**src/rtl/lottery_draw.sv**
```systemverilog
`default_nettype none
// ============================================================================
//  Module   : lottery_draw
//  Purpose  : Bit-serial lottery. Enrols up to 32 participants (one lucky bit
//             each) and, on stop, scans the queue from a pseudo-random start
//             index for the first lucky participant.
//  Revision : 1.0 - initial release
// ----------------------------------------------------------------------------
//  Ports
//    clk      in   1  rising-edge clock
//    reset    in   1  asynchronous, active-low reset
//    luckybit in   1  lucky bit of the participant being enrolled
//    write    in   1  enrol strobe (one participant per high cycle)
//    stop     in   1  close enrolment and start the draw
//    winner   out  5  id of the drawn participant (0 if nobody was lucky)
//    id       out  5  id of the most recently enrolled participant
//    full     out  1  all 32 entries filled
// ============================================================================
module lottery_draw (
  input  logic       clk,
  input  logic       reset,
  input  logic       luckybit,
  input  logic       write,
  input  logic       stop,
  output logic [4:0] winner,
  output logic [4:0] id,
  output logic       full
);

  typedef enum logic [1:0] {
    COLLECT = 2'd0,
    DRAW    = 2'd1,
    DONE    = 2'd2
  } state_t;

  state_t      state;
  state_t      state_next;

  logic [31:0] queue;
  logic [5:0]  count;
  logic [4:0]  lfsr;
  logic [4:0]  ptr;
  logic [5:0]  scans;

  logic        start_draw;
  logic        enrol;
  logic        hit;
  logic        exhausted;

  always_comb begin
    start_draw = 1'b0;
    enrol      = 1'b0;
    hit        = 1'b0;
    exhausted  = 1'b0;
    state_next = state;

    // stop takes priority over a write presented in the same cycle
    start_draw = (state == COLLECT) && stop && (count != 6'd0);
    enrol      = (state == COLLECT) && !start_draw && write && !count[5];

    // Entries at or beyond count were never enrolled and cannot win
    hit        = (state == DRAW) && ({1'b0, ptr} < count) && queue[ptr];
    // Last of the 32 probes missed: report winner 0
    exhausted  = (state == DRAW) && !hit && (scans == 6'd31);

    case (state)
      COLLECT: if (start_draw)       state_next = DRAW;
      DRAW:    if (hit || exhausted) state_next = DONE;
      DONE:                          state_next = DONE;
      default:                       state_next = COLLECT;
    endcase
  end

  always_ff @(posedge clk or negedge reset) begin
    if (!reset) begin
      state <= COLLECT;
    end else begin
      state <= state_next;
    end
  end

  always_ff @(posedge clk or negedge reset) begin
    if (!reset) begin
      queue  <= 32'd0;
      count  <= 6'd0;
      lfsr   <= 5'b00001;
      ptr    <= 5'd0;
      scans  <= 6'd0;
      winner <= 5'd0;
      id     <= 5'd0;
      full   <= 1'b0;
    end else begin
      // x^5+x^3+1 Fibonacci LFSR, free-running in every state
      lfsr <= {lfsr[3:0], lfsr[4] ^ lfsr[2]};

      if (enrol) begin
        queue[count[4:0]] <= luckybit;
        id                <= count[4:0];
        count             <= count + 6'd1;
        if (count == 6'd31) begin
          full <= 1'b1;
        end
      end

      if (start_draw) begin
        ptr   <= lfsr;
        scans <= 6'd0;
      end

      if (state == DRAW) begin
        if (hit) begin
          winner <= ptr;
        end else begin
          ptr   <= ptr + 5'd1;
          scans <= scans + 6'd1;
          if (exhausted) begin
            winner <= 5'd0;
          end
        end
      end
    end
  end

endmodule
`default_nettype wire

```
**config.mk**
```make
export PLATFORM = sky130hd
export DESIGN_NAME = lottery_draw
export DESIGN_NICKNAME = d
export VERILOG_FILES = /design/src/rtl/lottery_draw.sv
export SDC_FILE = /design/constraint.sdc
export NUM_CORES = 1
export LEC_CHECK = 0
export ABC_AREA = 0
export BUFFER_PORTS_ARGS = -buffer_cell sky130_fd_sc_hd__buf_2
export CAP_MARGIN = 10
export CORE_MARGIN = 1
export CORE_UTILIZATION = 61
export DETAILED_ROUTE_END_ITERATION = 8
export MAX_ROUTING_LAYER = met4
export PLACE_DENSITY = 0.77
export SYNTH_ARGS = -nofsm -noshare
export SYNTH_HDL_FRONTEND = slang
export SYNTH_SLANG_ARGS = --single-unit
```
**constraint.sdc**
```tcl
create_clock -name clk -period 3.1 [get_ports clk]
set_clock_uncertainty 0.15 [all_clocks]
set_input_delay 0.155 -clock clk [delete_from_list [all_inputs] [get_ports clk]]
set_output_delay 0.155 -clock clk [all_outputs]
set_load 0.03 [all_outputs]
```
==> summary.txt <==
Finish
  • Post-route insts no fill: 411
  • Diodes inserted: 0
  • Area Overhead vs Synth: 9.48%
  • Fin nets: 352
  • Fraction of layout cells with a size suffix above 1: 23.9%
  • Final core utilization: 69.4%

Routing
  • Via-to-Cell Ratio: 6.06
  • DRT antenna net count: 0
  • Wirelength per Cell: 17.7 um
  • Vias post-DR: 2,491
  • Drt first pass iters: 5
  • DRC violations left: 0
  • DRT Wirelength: 7260 um
  • Initial DRC Count: 247

Logic synthesis
  • Ys async rst share: 100%
  • Post-synth EDFFs: 0
  • Top cells by area, synth: dfrtp_1 47%, mux2_2 10%, ha_1 4.6%
  • Yosys warnings: 0
  • Yosys top cell area share: 47.0%
  • Synth Area per Inst: 11.1 um2
  • Post-synth top flop: dfrtp_1
  • Syn Inst Count: 317
  • Syn_nets: 335
  • Yosys cell types: 50
  • Area leader, netlist: dfrtp_1
  • Netlist Area Pre-Place: 3510 um2
  • Sequential fraction of the synthesis area: 47.8%
  • Post-synthesis sequential element count: 67

Worst setup path
  • FF-to-FF setup slack: 260 ps
  • Worst path max stage delay: 800 ps
  • FF-to-FF End: state[1]$_DFFE_PN0P_
  • Cell Chain, Critical Path: mux4_2 -> nor3_1 -> nor4_2 -> o31ai_4 -> a32o_1 -> mux2_1
  • Worst Setup Start Kind: flop
  • Reg2reg path depth: 6
  • Crit path max fanout: 18
  • R2R Path Start: ptr[2]$_DFF_PN0_
  • CP Class: flop to flop
  • Critical Path AT: 2910 ps
  • Slowest cell on crit path: dfrtp_1
  • Required time worst endpoint: 3170 ps
  • CP endpoint kind: flop

Timing
  • Max_slew headroom: 44.6%
  • Hold Violations, Final: 0
  • Period utilisation layout: 91.5%
  • Pins Over Slew Limit: 0
  • Final Setup Violations: 0
  • Minimum hold slack: 97.1 ps
  • Worst Tran Pin Value: 831 ps
  • Fin worst setup slack: 263 ps
  • Crit path time final: 2840 ps
  • F_max: 0.352 GHz
  • RSZ-0062 raised after global routing: false
  • Fin Setup TNS: 0 ps

Global route
  • Vias in the first global route: 2,488
  • Overflow after GRT: 0
  • Initial antenna violation count: 0
  • Total GRT Usage: 27.9%
  • Global-route wire length before repair: 12,300 um
  • Largest net degree at the start of global routing: 68

CTS
  • Clock buffer depth: 2
  • CTS H-tree lvls: 3
  • Clock-pin slew on the worst setup and hold paths: 80 ps
  • # clock sinks: 67
  • Clock Latency Late Sink: 340 ps
  • CTS Buf Count: 9
  • Root Driver: clkbuf_8
  • CTS tree: done
  • Setup Fix Bufs, Post-CTS: 0

Hold path
  • Hold Crit Class: input port to flop
  • Worst hold stages: 4
  • HP Start: stop
  • Worst Hold End: count[4]$_DFFE_PN0P_

Outcome
  • Status: complete, no violations

Floorplan
  • Die Footprint: 6070 um2
  • CORE AREA: 5540 um2
  • Initial core utilization: 63.4%
  • Rows: 27
  • I/O Pins: 16
  • DIE WIDTH: 77.9 um
  • Die boundary height: 77.9 um

Job
  • MaxCap Viol Count: 0

Placed design
  • Post-Place Cells: 394
  • Post-Place Setup Slack: 298 ps
  • Buffers on Ports: 15
  • DPL Wire Length: 4920 um
  • Placer Congestion: 0.840

Power and ir drop
  • Pwr dens: 931 nW/um2
  • Pleak: 1.82 nW
  • Worst VDD drop: 0.530 mV
[cells in the final DEF (no fill, tap or decap), types with 8 or more instances in the layout]
cell type / count
dfrtp_1: 66
nand2_1: 22
xnor2_1: 8
mux2_2: 32
ha_1: 13
buf_2: 15
clkbuf_8: 11
nor2_1: 33
mux2i_1: 11
mux2_1: 10
inv_1: 13
nand3_1: 29
[worst max-delay path by stage]
stage / from / end / slack, ps / depth (start not counted)
after floorplan: count[2]$_DFFE_PN0P_ / ptr[3]$_DFF_PN0_ / 690 / 9
after global placement: ptr[2]$_DFF_PN0_ / ptr[1]$_DFF_PN0_ / 360 / 6
after detailed placement: ptr[0]$_DFF_PN0_ / ptr[1]$_DFF_PN0_ / 300 / 7
after CTS: ptr[2]$_DFF_PN0_ / ptr[1]$_DFF_PN0_ / 290 / 6
after global routing: ptr[2]$_DFF_PN0_ / state[0]$_DFFE_PN0P_ / 150 / 6
final: ptr[2]$_DFF_PN0_ / state[1]$_DFFE_PN0P_ / 260 / 6
[report_power, final]
group          switching, mW  internal [mW]
clock network          0.331          0.328
registers              0.331           1.13
logic                  0.823          0.639
[metal layers]
metal	track usage (%)	vias to the layer above	wire length, um
li1	-	1160	-
met1	36.1	1220	3370
met2	43.0	90	3310
met3	5.06	21	386
met4	12.5	0	198
met5	-	-	0
[timing repair]
action / CTS / global route
resized for setup: 0 / 0
endpoints found under the setup margin: 0 / 0
hold buffers: 1 / 0
hold endpoints to repair: 66 / 0
[logic make-up (layout without fill, tap and decap cells)]
group / after synthesis / in the layout / share of synthesized area [%]
compound gates: 33 / 33 / 7.16
xor+xnor: 12 / 12 / 2.99
fa+ha+maj: 13 / 13 / 4.63
buf+inv: 30 / 52 / 3.49
flops: 67 / 67 / 47.8
mux: 58 / 58 / 20.0
simple gates: 104 / 104 / 13.9
[Yosys cell counts, types with 2 or more instances]
master    instances
mux2_1           10
a21oi_1           7
xor2_1            4
xnor2_1           8
mux4_2            3
o21bai_1          2
a32o_1            2
mux2_2           32
and3_1            2
clkbuf_1         10
nand2_1          22
nand4_1           2
ha_1             13
o21ai_0           7
dfrtp_1          66
nand3_1          29
nor2_1           33
mux2i_1          11
inv_1            13
buf_2             5
mux4_1            2
nor3_1            4
o211ai_1          2
or3_1             2
[state kept, by name, summed over array words and instances (netlist names), 2 cells and up]
register and count:
queue 32, scans 6, lfsr 5, winner 5, count 6, id 5, ptr 5, state 2
[area by class of cell]
| class | instances | area [um2] |
|---|---|---|
| repair buffers | 23 | 138 |
| clock buffers | 11 | 151 |
| well taps | 72 | 90.1 |
| inverters | 13 | 48.8 |
| flip-flops and latches | 67 | 1680 |
| multi-input cells | 220 | 1710 |
| fillers | 396 | 1700 |
| clock inverters | 5 | 27.5 |
[stage by stage]
stage,power (mW),instance area (um2)
2_1_floorplan,2.50,3510
3_3_place_gp,2.84,3660
3_5_place_dp,2.91,3660
4_1_cts,3.57,3840
5_1_grt,3.80,3840
6_report,3.58,3840
[critical path, delay by kind of cell (launching register included)]
family	cells	cell delay, ps
compound gates	2	750
flops	1	800
mux	2	730
simple gates	2	290
Power figures use the tool's default switching activity.
